==> src/rtl/dcache_store_port_arbiter.sv <==
// Round-robin arbiter sharing the single D$ store port between NR_PORTS requesters,
// with a grant lock, an in-order response-routing FIFO and a drain handshake.
module dcache_store_port_arbiter #(
    parameter int NR_PORTS        = 2,
    parameter int ADDR_WIDTH      = 56,
    parameter int DATA_WIDTH      = 64,
    parameter int MAX_OUTSTANDING = 4
) (
    input  logic                                clk_i,
    input  logic                                rst_i,
    input  logic [NR_PORTS-1:0]                 req_valid_i,
    output logic [NR_PORTS-1:0]                 req_ready_o,
    input  logic [NR_PORTS*ADDR_WIDTH-1:0]      req_addr_i,
    input  logic [NR_PORTS*DATA_WIDTH-1:0]      req_data_i,
    input  logic [NR_PORTS*DATA_WIDTH/8-1:0]    req_be_i,
    input  logic [NR_PORTS*2-1:0]               req_size_i,
    output logic [NR_PORTS-1:0]                 rsp_valid_o,
    output logic                                mem_req_o,
    input  logic                                mem_gnt_i,
    output logic [ADDR_WIDTH-1:0]               mem_addr_o,
    output logic [DATA_WIDTH-1:0]               mem_data_o,
    output logic [DATA_WIDTH/8-1:0]             mem_be_o,
    output logic [1:0]                          mem_size_o,
    input  logic                                mem_rvalid_i,
    input  logic                                drain_i,
    output logic                                drained_o,
    output logic [$clog2(MAX_OUTSTANDING+1)-1:0] outstanding_o,
    output logic                                err_o
);

    localparam int IDX_W = (NR_PORTS > 1) ? $clog2(NR_PORTS) : 1;
    localparam int PTR_W = $clog2(MAX_OUTSTANDING);
    localparam int CNT_W = $clog2(MAX_OUTSTANDING + 1);
    localparam int BE_W  = DATA_WIDTH / 8;

    typedef enum logic {
        IDLE,
        LOCKED
    } arb_state_e;

    arb_state_e         r_state;
    logic [IDX_W-1:0]   r_rrPtr;
    logic [IDX_W-1:0]   r_lockIdx;
    logic [IDX_W-1:0]   r_fifo [MAX_OUTSTANDING];
    logic [PTR_W-1:0]   r_head;
    logic [PTR_W-1:0]   r_tail;
    logic [CNT_W-1:0]   r_count;
    logic               r_err;

    logic [ADDR_WIDTH-1:0] w_addrArr [NR_PORTS];
    logic [DATA_WIDTH-1:0] w_dataArr [NR_PORTS];
    logic [BE_W-1:0]       w_beArr   [NR_PORTS];
    logic [1:0]            w_sizeArr [NR_PORTS];

    logic [IDX_W-1:0]   w_cand;
    logic [IDX_W-1:0]   w_winner;
    logic               w_found;
    logic               w_countFull;
    logic               w_arbStart;
    logic               w_locked;
    logic [IDX_W-1:0]   w_sel;
    logic [IDX_W-1:0]   w_nextPtr;
    logic               w_grant;
    logic               w_pop;
    logic               w_rvalidErr;

    for (genvar k = 0; k < NR_PORTS; k++) begin : g_unpack
        assign w_addrArr[k] = req_addr_i[k*ADDR_WIDTH +: ADDR_WIDTH];
        assign w_dataArr[k] = req_data_i[k*DATA_WIDTH +: DATA_WIDTH];
        assign w_beArr[k]   = req_be_i[k*BE_W +: BE_W];
        assign w_sizeArr[k] = req_size_i[k*2 +: 2];
    end

    // Scan ports starting at the round-robin pointer; first valid one wins.
    always_comb begin
        w_cand   = '0;
        w_winner = '0;
        w_found  = 1'b0;
        for (int i = 0; i < NR_PORTS; i++) begin
            w_cand = IDX_W'((int'(r_rrPtr) + i) % NR_PORTS);
            if (!w_found && req_valid_i[w_cand]) begin
                w_found  = 1'b1;
                w_winner = w_cand;
            end
        end
    end

    assign w_countFull = (r_count == CNT_W'(MAX_OUTSTANDING));
    assign w_arbStart  = !rst_i && (r_state == IDLE) && w_found && !drain_i && !w_countFull;
    assign w_locked    = !rst_i && (r_state == LOCKED);
    assign w_sel       = (r_state == LOCKED) ? r_lockIdx : w_winner;
    assign w_nextPtr   = (w_sel == IDX_W'(NR_PORTS - 1)) ? '0 : w_sel + 1'b1;
    assign w_grant     = mem_req_o && mem_gnt_i;
    assign w_pop       = !rst_i && mem_rvalid_i && (r_count != '0);
    assign w_rvalidErr = mem_rvalid_i && (r_count == '0);

    assign mem_req_o   = w_arbStart || w_locked;
    assign req_ready_o = w_grant ? (NR_PORTS'(1) << w_sel) : '0;
    assign rsp_valid_o = w_pop ? (NR_PORTS'(1) << r_fifo[r_head]) : '0;

    assign drained_o     = drain_i && !rst_i && (r_state == IDLE) && (r_count == '0);
    assign outstanding_o = r_count;
    assign err_o         = r_err;

    // Payload is forced to zero whenever no request is presented.
    always_comb begin
        mem_addr_o = '0;
        mem_data_o = '0;
        mem_be_o   = '0;
        mem_size_o = '0;
        if (mem_req_o) begin
            mem_addr_o = w_addrArr[w_sel];
            mem_data_o = w_dataArr[w_sel];
            mem_be_o   = w_beArr[w_sel];
            mem_size_o = w_sizeArr[w_sel];
        end
    end

    always_ff @(posedge clk_i or posedge rst_i) begin
        if (rst_i) begin
            r_state   <= IDLE;
            r_rrPtr   <= '0;
            r_lockIdx <= '0;
            r_head    <= '0;
            r_tail    <= '0;
            r_count   <= '0;
            r_err     <= 1'b0;
            for (int i = 0; i < MAX_OUTSTANDING; i++) begin
                r_fifo[i] <= '0;
            end
        end else begin
            case (r_state)
                IDLE: begin
                    if (w_arbStart && !mem_gnt_i) begin
                        r_lockIdx <= w_winner;
                        r_state   <= LOCKED;
                    end
                end
                LOCKED: begin
                    if (mem_gnt_i) begin
                        r_state <= IDLE;
                    end
                end
                default: r_state <= IDLE;
            endcase

            if (w_grant) begin
                r_fifo[r_tail] <= w_sel;
                r_tail         <= r_tail + 1'b1;
                r_rrPtr        <= w_nextPtr;
            end

            if (w_pop) begin
                r_head <= r_head + 1'b1;
            end

            // A grant and a completion in the same cycle cancel out.
            case ({w_grant, w_pop})
                2'b10:   r_count <= r_count + CNT_W'(1);
                2'b01:   r_count <= r_count - CNT_W'(1);
                default: r_count <= r_count;
            endcase

            if (w_rvalidErr) begin
                r_err <= 1'b1;
            end
        end
    end

endmodule
==> config.mk <==
export PLATFORM = sky130hd
export DESIGN_NAME = dcache_store_port_arbiter
export DESIGN_NICKNAME = d
export VERILOG_FILES = /design/src/rtl/dcache_store_port_arbiter.sv
export SDC_FILE = /design/constraint.sdc
export NUM_CORES = 1
export LEC_CHECK = 0
export ABC_AREA = 1
export BUFFER_PORTS_ARGS = -buffer_cell sky130_fd_sc_hd__buf_2
export CORE_AREA = 2 2 158 160
export DETAILED_ROUTE_END_ITERATION = 12
export DIE_AREA = 0 0 160 162
export PLACE_DENSITY = 0.37
export SYNTH_ARGS = -nofsm -noshare
export SYNTH_HDL_FRONTEND = slang
export SYNTH_SLANG_ARGS = --single-unit
==> constraint.sdc <==
create_clock -name clk_i -period 4.5 [get_ports clk_i]
set_input_delay 0.45 -clock clk_i [delete_from_list [all_inputs] [get_ports clk_i]]
set_output_delay 0.45 -clock clk_i [all_outputs]
set_load 0.01 [all_outputs]
==> Word level (Yosys, flattened, before mapping) <==
Index checks and enable logic that the tools add are counted.
W data, S select, Z words.
{ "classes": {"n_shift": 2, "n_mux": 38, "reduce_logical": 25, "magnitude_cmp": 6, "n_eq_ne": 3, "add_sub_neg": 6, "n_bitwise": 4} }
{ "op_table": {"columns": ["cell", "n"], "rows": [
  ["$mux W64", 4],
  ["$mux W56", 4],
  ["$mux W8", 4],
  ["$logic_and A1 B1 Y1", 15],
  ["$mux W1", 15],
  ["$mux W2", 6],
  ["$ge A3 B3 Y1 const B", 2],
  ["$not A2 Y3", 2],
  ["$pmux W3 S2", 1],
  ["$logic_not A1 Y1", 5],
  ["$add A2 B1 Y2 const B", 2],
  ["$bwmux W4", 1],
  ["$lt A1 B2 Y1 const B", 2],
  ["$shl A1 B1 Y2 const A", 2],
  ["$add A3 B1 Y3 const B", 1],
  ["$eq A3 B3 Y1 const B", 1],
  ["$logic_not A3 Y1", 1],
  ["$lt A3 B1 Y1 const B", 1],
  ["$reduce_bool A3 Y1", 1],
  ["$sub A3 B1 Y3 const B", 1],
  ["$add A1 B1 Y1 const B", 2],
  ["$bmux W1 S2", 1],
  ["$demux W1 S2", 1],
  ["$eq A2 B1 Y1 const B", 1],
  ["8 further kinds", 8]
]} }
{ "word_totals": {"ff_bits": 15, "output_inout_bits": 140, "inputBits": 267, "word_cells": 95} }

==> Logic depth before layout (Yosys ltp) <==
Gate-level depths: netlist (run 1).
{ "logic_depth": {"depth_word": 13, "depth_mapped": 13, "mapped_depth_nobuf": 12} }

==> Least setup slack after synthesis (run 1) <==
OpenSTA, ideal clock, no wires.
{ "synth_path": {"path_type": "input port to flip-flop", "start": "in rst_i", "end": "reg r_count[1], in the netlist outstanding_o[1]", "cell_stages": 11, "setup_time_ps": 83, "setup_slack_ps": 2284, "arrival_time_ps": 2134, "path_buffers": 1, "required_time_ps": 4417, "path_cell_list": "inv_2 nand2_1 nor2_1 nand3_1 nand2_2 buf_6 nand2_2 ha_1 inv_1 fa_1 o21ai_0"} }
{ "synth_between": {"elab_chain_len": 9, "word_cells_on_any_way": 14, "classes_between": "eq/ne (2); mux (1); reduce/logical (11)"} }
{ "synth_rtl": {"columns": ["item", "line_no", "rtl"], "rows": [
  ["from (decl)", "10", "input logic rst_i,"],
  ["$logic_not A1 Y1 (no source line) (*)", null, null],
  ["$logic_and A1 B1 Y1 (4 in a row)", "89", "assign w_arbStart = !rst_i && (r_state == IDLE) && w_found && !drain_i && !w_countFull;"],
  ["$logic_or A1 B1 Y1", "97", "assign mem_req_o = w_arbStart || w_locked;"],
  ["$logic_and A1 B1 Y1", "93", "assign w_grant = mem_req_o && mem_gnt_i;"],
  ["$eq A2 B1 Y1 / $eq A2 B2 Y1 (equally long branches)", "158", "case ({w_grant, w_pop})"],
  ["$pmux W3 S2 / $reduce_bool A2 Y1 (equally long branches)", null, null],
  ["to (signal assigned)", "159", "2'b10: r_count <= r_count + CNT_W'(1);"],
  ["to (signal assigned)", "160", "2'b01: r_count <= r_count - CNT_W'(1);"],
  ["to (signal assigned)", "161", "default: r_count <= r_count;"],
  ["to (decl)", "47", "logic [CNT_W-1:0] r_count;"]
]} }
Mark *: on every way between the ends. The rest lies on a longest branch, timed or not.
A chain may end at the register's enable or synchronous reset.

==> Final worst setup path (run 1) <==
{ "layout_path": {"start": "in rst_i", "end": "out mem_be_o[5]"} }
{ "layout_between": {"elab_chain_len": 7, "word_cells_on_any_way": 8, "classes_between": "mux (1); reduce/logical (7)"} }
{ "layout_rtl": {"columns": ["item", "line_no", "rtl"], "rows": [
  ["$logic_not A1 Y1 (no source line) (*)", null, null],
  ["$logic_and A1 B1 Y1 (4 in a row)", "89", null],
  ["$logic_or A1 B1 Y1 (*)", "97", null],
  ["$mux W8 (*)", "111", "if (mem_req_o) begin"],
  ["to (decl)", "22", "output logic [DATA_WIDTH/8-1:0] mem_be_o,"]
]} }
Marked as above.

==> results of run 1 <==
-- layout by cell type (no fill, tap or decap), types with 3 or more instances in the layout --
cell type	n
clkbuf_16	3
buf_4	9
a21boi_0	57
nand3_1	11
o21ai_0	4
inv_1	14
nor2_1	9
nand4_1	5
ha_1	5
buf_2	406
dfrtp_1	15
nand2_1	283
a21boi_1	64
a21boi_2	10
-- power groups by stage --
stage	Combinational (W)	Sequential [W]	Clock, W
floorplan	0.000742	0.000237	0
global placement	0.00120	0.000245	0
detailed placement	0.00119	0.000244	0
CTS	0.00120	0.000242	0.000180
global route	0.00132	0.000252	0.000188
finish	0.00117	0.000242	0.000177
-- worst max-delay path: stages --
cell and delay [ns]:
buf_2 0.10, inv_2 0.29, nand2_1 0.12, nor2_1 0.14
nand3_1 0.13, nand2_4 0.41, buf_4 0.32, a21boi_0 0.29
buf_2 0.19
-- metrics by stage --
stage               util [%]  cells  hold WS, ns  setup WS (ns)   power, W
detailed placement     22.31   1233       0.4609          1.532   0.001436
global route           22.65   1238       0.2124          1.273   0.001756
global placement       22.31   1233       0.4647          1.491   0.001444
finish                 22.66   1239       0.1835          1.592   0.001586
floorplan                  -    537       0.2818          2.284  0.0009788
CTS                    22.64   1237       0.1995          1.522   0.001620
-- metal layers --
metal	GRT usage, %	vias to the layer above	wire length, um
met1	15.68	2080	7557
li1	-	2472	-
met5	0	-	13
met2	24.77	198	9409
met3	2.375	14	1188
met4	1.884	2	119
-- flip-flops by register name, indices dropped and copies added, names as in the netlist --
signal,flops
err_o,1
outstanding_o,3
r_fifo,4
r_head,2
r_lockIdx,1
r_rrPtr,1
r_state,1
r_tail,2
-- layout make-up --
cell class,count,area (sq um)
diodes,2,5.005
repair buffers,417,2140
well taps,324,405.4
flip-flops and latches,15,375.4
multi-input cells,461,2395
clock buffers,3,75.07
clock inverters,1,5.005
fillers,2881,18640
inverters,16,62.56
-- path summary, 6_finish.rpt --
kind,start,to,slack (ns),depth (start not counted)
min,rst_i,r_tail[1],0.18,2
min reg2reg,err_o,err_o,0.47,1
min in group clk_i,mem_rvalid_i,err_o,0.46,3
max,rst_i,mem_be_o[5],1.59,9
max in group asynchronous,rst_i,r_head[0],4.04,2
max reg2reg,outstanding_o[0],outstanding_o[2],2.01,11
-- cell families (layout without fill, tap and decap cells) --
family | Yosys count | after routing
compound gates | 139 | 139
xor+xnor | 3 | 3
simple gates | 313 | 313
other cells | 0 | 2
buf+inv | 61 | 437
fa+ha+maj | 6 | 6
flops | 15 | 15
==> flow_summary.yaml, run 1 <==
yosys:
  synthAdderAreaFrac_pct: 2.645
  synth_top_family_by_area: "simple AND/OR/NAND/NOR gates"
  synth_top_cells_by_count: "nand2_1 (284), a21boi_1 (64), a21boi_0 (57), buf_2 (24), dfrtp_1 (15)"
  synth_cells: 537
  synth_seq_cells: 15
  synth-edff-count: 0
  synth.distinct_cells: 26
  ys_top_cells_by_area: "nand2_1 (34%), a21boi_1 (15%), a21boi_0 (14%), dfrtp_1 (12%), buf_6 (4.7%)"
  synthFlopType: "dfrtp_1"
  synth_compound_area_share_pct: 34.07
  avgSynthCellArea_sq_um: 5.813
  synth_async_sr_flop_share_pct: 100.0
  synth_top_area_cell: "nand2_1"
  synth_xor_area_share_pct: 0.8417
  yosysMostFrequentCell: "nand2_1"
  synth.cell_area_sq_um: 3122
  synth_top_area_share_pct: 34.15
  synthMuxAreaShare_pct: 0
  yosysSeqAreaShare_pct: 12.02
  synth_nets: 810
  ys_warn_count: 0
  synth-simple-area-share_pct: 38.76
clock_network:
  numCtsBuffers: 3
  cts_tree: "yes"
  clk_latency_ns: 0.25
  htreeDepth: 1
  clockRootBuffer: "clkbuf_16"
  clockBufferDepth: 2
  path_clk_slew_ns: 0.05
  postCtsHoldBufs: 0
  cts_resized: 0
  cts_sinks: 15
  cts_setup_buffers: 0
critical_path:
  cp.required_ns: 4.05
  critical_path_class: "in -> out"
  crit_fanout: 48
  crit_path_end_kind: "primary output"
  cp.arrival_ns: 2.46
  worstSetupStartpointType: "input port"
place:
  gp_congestion: 0.7816
  detailed_place.area_sq_um: 5378
  post-dp-hpwl_um: 14890
  port_buffers: 406
power_and_ir_drop:
  sw_frac_of_total_pct: 50.94
  pwr-share-seq_pct: 15.2
  combPwrFrac_pct: 73.6
  clkPwrFrac_pct: 11.2
  power.internal_w: 0.0007781
  leakage_nw: 3.142
  p_sw_w: 0.0008081
  p_per_area_nw_per_um2: 290.4
  worst_ir_drop_vdd_mv: 0.1762
sta:
  fin_crit_sh_pct: 64.62
  drv_slew: 0
  worst_pin_slew_ns: 0.5603
  skew_ns: 0.002727
  finalHoldViolations: 0
  rsz0062_at_grt: "no"
  fmax_mhz: 343.9
  setup_viol: 0
  slew-limit-headroom_pct: 62.65
  final.setup.tns_ns: 0
  layout_min_cycle_time_ns: 2.908
global_routing:
  grt_pass1_vias: 4800
  grt_pass1_wl_um: 27180
  grt-ovfl-total: 0
  grt_usage_pct: 13.08
  antenna_found_initial: 3
  grt_start_max_net_pins: 59
detailed_routing:
  first_pass_iters: 4
  vias_per_cell: 3.847
  ant_nets: 0
  drt_wl_total_um: 18290
  via_count: 4766
  drc: 0
  drt-initial-drc-count: 272
  wire_per_inst_um: 14.76
layout:
  finalInstanceArea_sq_um: 5463
  drive_above_1_share_pct: 47.75
  area_growth_pct: 74.99
  nets: 1187
floorplanning:
  ios: 407
  rows: 57
  die_h_um: 162
  fp.dieArea_sq_um: 25920
  start_util_pct: 12.95
  dieWidth_um: 160
  core_area_sq_um: 24110
run_status:
  status: "completed"
min_path:
  hp-class: "in -> async"
job:
  cap_viol_max_count: 0
Power figures use the tool's default switching activity.
==> run 2: changes to the inputs <==
==> constraint.sdc (replaced) <==
create_clock -name clk_i -period 2.9 [get_ports clk_i]
set_input_delay 0.29 -clock clk_i [delete_from_list [all_inputs] [get_ports clk_i]]
set_output_delay 0.29 -clock clk_i [all_outputs]
set_load 0.01 [all_outputs]
==> run 2 against run 1 <==
Worst hold slack gained 0.11 ns; sequential share of layout area is 0.17 points lower; non-clock buffer count rose by 9; total power increased by 61%; utilization grew 0.58 points; via count is 1.7% higher; clock-buffer cell count did not move; critical endpoint is now mem_data_o[40]; largest cell class unchanged; largest power group unchanged.
==> flow_summary.yaml, run 2 (same netlist as run 1, synthesis figures left out) <==
layout:
  drive_above_1_share_pct: 48.16
  final_cell_mix: "buf_2 (406), nand2_1 (283), a21boi_1 (64), a21boi_0 (57), dfrtp_1 (15)"
  fill_cells: 2862
  largest_register_ffs: 4
  final_common_cell: "buf_2"
  largest_register: "r_fifo"
  area_growth_pct: 79.44
  nets: 1196
critical_path:
  reg2regPathDepth: 12
  worstSetupStartpointType: "input port"
  crit_path_end_kind: "primary output"
  cp.arrival_ns: 2.39
  critical_path_class: "in -> out"
  crit_fanout: 15
  cp.required_ns: 2.61
global_routing:
  antenna_found_initial: 2
  grt-ovfl-total: 0
  grt_pass1_vias: 4782
  grt_usage_pct: 12.99
  grt_start_max_net_pins: 81
  grt_pass1_wl_um: 27030
sta:
  setup_viol: 0
  fin_crit_sh_pct: 92.42
  rsz0062_at_grt: "no"
  skew_ns: 0.005166
  slew-limit-headroom_pct: 67.10
  drv_slew: 0
  fmax_mhz: 373.1
  finalHoldViolations: 0
  worst_pin_slew_ns: 0.4935
  layout_min_cycle_time_ns: 2.680
  whs_ns: 0.2935
  final.setup.tns_ns: 0
detailed_routing:
  ant_nets: 0
  via_count: 4847
  first_pass_iters: 4
  wire_per_inst_um: 14.74
  drt-initial-drc-count: 223
  drc: 0
  vias_per_cell: 3.884
  drt_wl_total_um: 18400
clock_network:
  htreeDepth: 1
  numCtsBuffers: 3
  path_clk_slew_ns: 0.05
  clk_latency_ns: 0.25
  clockBufferDepth: 2
  cts_tree: "yes"
  clockRootBuffer: "clkbuf_16"
  cts_sinks: 15
power_and_ir_drop:
  leakage_nw: 3.206
  worst_ir_drop_vdd_mv: 0.2949
  p_per_area_nw_per_um2: 454.9
  power_w: 0.002548
place:
  port_buffers: 406
  gp_congestion: 0.8062
  post-dp-hpwl_um: 14840
min_path:
  hp-class: "in -> reg"
  hold_depth: 3
floorplanning:
  fp.dieArea_sq_um: 25920
  rows: 57
  dieWidth_um: 160
  core_area_sq_um: 24110
  die_h_um: 162
  start_util_pct: 12.95
  ios: 407
run_status:
  status: "completed"
job:
  cap_viol_max_count: 0
==> run 2: worst max-delay path, stage by stage <==
cell and delay, ns:
dlygate4sd3_1 0.52, buf_2 0.12, inv_2 0.13, nand2_1 0.09, nor2_1 0.13, nand3_1 0.13
nand2_4 0.15, buf_4 0.22, a21boi_0 0.38, buf_2 0.22
==> run 2: final cells by class <==
cell class              instances  area, sq um  area share, %
multi-input cells             461         2395          42.75
repair buffers                426         2276          40.63
well taps                     324        405.4          7.237
flip-flops and latches         15        375.4          6.701
clock buffers                   3        75.07          1.340
inverters                      16        62.56          1.117
clock inverters                 1        7.507         0.1340
diodes                          2        5.005        0.08935
==> run 2: worst paths after layout <==
check	slack, ns	start	to
setup / recovery	0.22	rst_i	mem_data_o[40]
hold / removal	0.29	mem_rvalid_i	err_o
setup reg to reg	0.55	outstanding_o[0]	outstanding_o[2]
hold reg to reg	0.48	r_fifo[3]	r_fifo[3]
max in group asynchronous	2.05	rst_i	r_fifo[3]
min in group asynchronous	0.47	rst_i	r_rrPtr
==> run 2: stage by stage <==
step | cell area (sq um) | util (%) | worst slack, ns | instances
after floorplan | 3122 | - | 0.7689 | 537
after CTS | 5545 | 23.00 | 0.01889 | 1243
after detailed placement | 5453 | 22.62 | 0.5717 | 1238
after global placement | 5453 | 22.62 | 0.5725 | 1238
final | 5602 | 23.24 | 0.2198 | 1248
after global routing | 5602 | 23.24 | 0.04671 | 1248
==> run 2: layer usage <==
layer	share of wire [%]	global-route usage, %
met5	0	0
met4	1.3	1.843
met3	5.9	2.247
met2	51	24.12
met1	42	16.02
==> run 2: report_power, final <==
group          switching (W)  total (W)  internal [W]
Clock              0.0000914   0.000277      0.000186
Combinational        0.00111    0.00190      0.000788
Sequential         0.0000727   0.000374      0.000301
==> run 2: repair_timing <==
| action | CTS | global route |
|---|---|---|
| setup endpoints to repair | 0 | 67 |
| hold buffers | 1 | 0 |
| setup buffers | 0 | 2 |
| resized for setup | 0 | 2 |
| hold endpoints to repair | 5 | 0 |
==> run 3: changes to the inputs <==
--- a/config.mk
+++ b/config.mk
@@ -10,7 +10,7 @@
 export CORE_AREA = 2 2 158 160
 export DETAILED_ROUTE_END_ITERATION = 12
 export DIE_AREA = 0 0 160 162
-export PLACE_DENSITY = 0.37
+export PLACE_DENSITY_LB_ADDON = 0.3
 export SYNTH_ARGS = -nofsm -noshare
 export SYNTH_HDL_FRONTEND = slang
 export SYNTH_SLANG_ARGS = --single-unit
==> run 3 against run 2 <==
Sequential cell count unchanged; highest routed layer unchanged; critical endpoint is now mem_data_o[43]; largest power group unchanged; clock-buffer cell count stayed put; total power fell by 4.6%; fmax increased by 5.1%; sequential share of layout area grew 0.16 points.
==> flow_summary.yaml, run 3 (same netlist as run 1, synthesis figures left out) <==
sta:
  setup_viol: 0
  fmax_mhz: 392.1
  whs_ns: 0.007602
  final.setup.tns_ns: 0
  fin_crit_sh_pct: 87.95
  skew_ns: 0.003126
  layout_min_cycle_time_ns: 2.550
  worst_pin_slew_ns: 0.4745
  slew-limit-headroom_pct: 68.08
  drv_slew: 0
  rsz0062_at_grt: "no"
  setup_ws_ns: 0.3495
  finalHoldViolations: 0
detailed_routing:
  drt-initial-drc-count: 248
  ant_nets: 0
  drt_wl_total_um: 16710
  first_pass_iters: 5
  vias_per_cell: 3.861
  wire_per_inst_um: 13.50
  drc: 0
  via_count: 4780
global_routing:
  grt_start_max_net_pins: 74
  antenna_found_initial: 4
  grt-ovfl-total: 0
  grt_usage_pct: 11.56
  grt_pass1_vias: 4418
  grt_pass1_wl_um: 24290
floorplanning:
  rows: 57
  dieWidth_um: 160
  start_util_pct: 12.95
  core_area_sq_um: 24110
  ios: 407
  fp.dieArea_sq_um: 25920
  die_h_um: 162
place:
  detailed_place.area_sq_um: 5380
  place_inst: 1230
  port_buffers: 406
  gp_congestion: 0.8035
  post-dp-hpwl_um: 13620
  dp_slack_ns: 0.4631
job:
  cap_viol_max_count: 0
clock_network:
  clockBufferDepth: 2
  cts_sinks: 15
  cts_resized: 0
  postCtsHoldBufs: 0
  htreeDepth: 1
  numCtsBuffers: 3
  clk_latency_ns: 0.25
  path_clk_slew_ns: 0.05
  clockRootBuffer: "clkbuf_16"
  cts_tree: "yes"
  cts_setup_buffers: 0
power_and_ir_drop:
  p_per_area_nw_per_um2: 444.3
  worst_ir_drop_vdd_mv: 0.4014
  leakage_nw: 3.134
critical_path:
  critical_path_class: "reg -> out"
  worstSetupStartpointType: "flip-flop"
  reg2reg_from: "outstanding_o[0]"
  rrSetupSlack_ns: 0.75
  crit_fanout: 30
  crit_path_start: "r_rrPtr"
  cp.arrival_ns: 2.26
  crit_path_end_kind: "primary output"
  cp.required_ns: 2.61
layout:
  area_growth_pct: 75.23
  largest_register_ffs: 4
  stdcell_count: 1238
  final_common_cell: "buf_2"
  drive_above_1_share_pct: 47.58
  final_cell_mix: "buf_2 (406), nand2_1 (283), a21boi_1 (64), a21boi_0 (57), dfrtp_1 (15)"
  nets: 1184
  largest_register: "r_fifo"
  finalInstanceArea_sq_um: 5470
run_status:
  status: "completed"
min_path:
  hp-class: "in -> async"
-- run 3: worst max-delay path, cell delays in order, from the launching register on --
cell and delay [ns]:
dfrtp_1 0.37, inv_1 0.05, a21boi_1 0.05, nand2_1 0.11
nand2_4 0.25, inv_4 0.16, buf_4 0.30, nand2_1 0.08
a21boi_0 0.40, buf_2 0.22
-- run 3: layout make-up --
cell class | count | area, sq um
Fill cell | 2794 | 18640
Multi-Input combinational cell | 461 | 2395
Timing Repair Buffer | 414 | 2142
Tap cell | 324 | 405.4
Sequential cell | 15 | 375.4
Clock buffer | 3 | 75.07
Inverter | 16 | 62.56
Antenna cell | 4 | 10.01
Clock inverter | 1 | 5.005
-- run 3: where the power goes --
group / total, W / internal [W] / switching, W
clock network: 0.000272 / 0.000184 / 0.0000877
logic: 0.00178 / 0.000726 / 0.00106
registers: 0.000374 / 0.000301 / 0.0000725
-- run 3: worst paths after layout --
check                                        end  cells after the start
worst max-delay path              mem_data_o[43]                      9
worst min-delay path                     r_state                      2
worst max register to register  outstanding_o[2]                     11
worst min register to register             err_o                      1
max in group asynchronous              r_head[1]                      2
min in group clk_i                         err_o                      3
-- run 3: stage by stage --
| stage | utilization (%) | power [W] |
|---|---|---|
| final | 22.69 | 0.002430 |
| after global routing | 22.69 | 0.002682 |
| after CTS | 22.65 | 0.002477 |
| after detailed placement | 22.32 | 0.002189 |
| after global placement | 22.32 | 0.002194 |
| after floorplan | - | 0.001519 |
-- run 3: routing by layer --
metal | wire length, um | global-route usage [%] | vias to the layer above | share of wire (%)
met5 | 0 | 0 | - | 0
met4 | 250 | 2.907 | 0 | 1.5
met3 | 1101 | 1.456 | 14 | 6.6
met2 | 8305 | 20.48 | 209 | 50
met1 | 7052 | 14.89 | 2091 | 42
li1 | - | - | 2466 | -
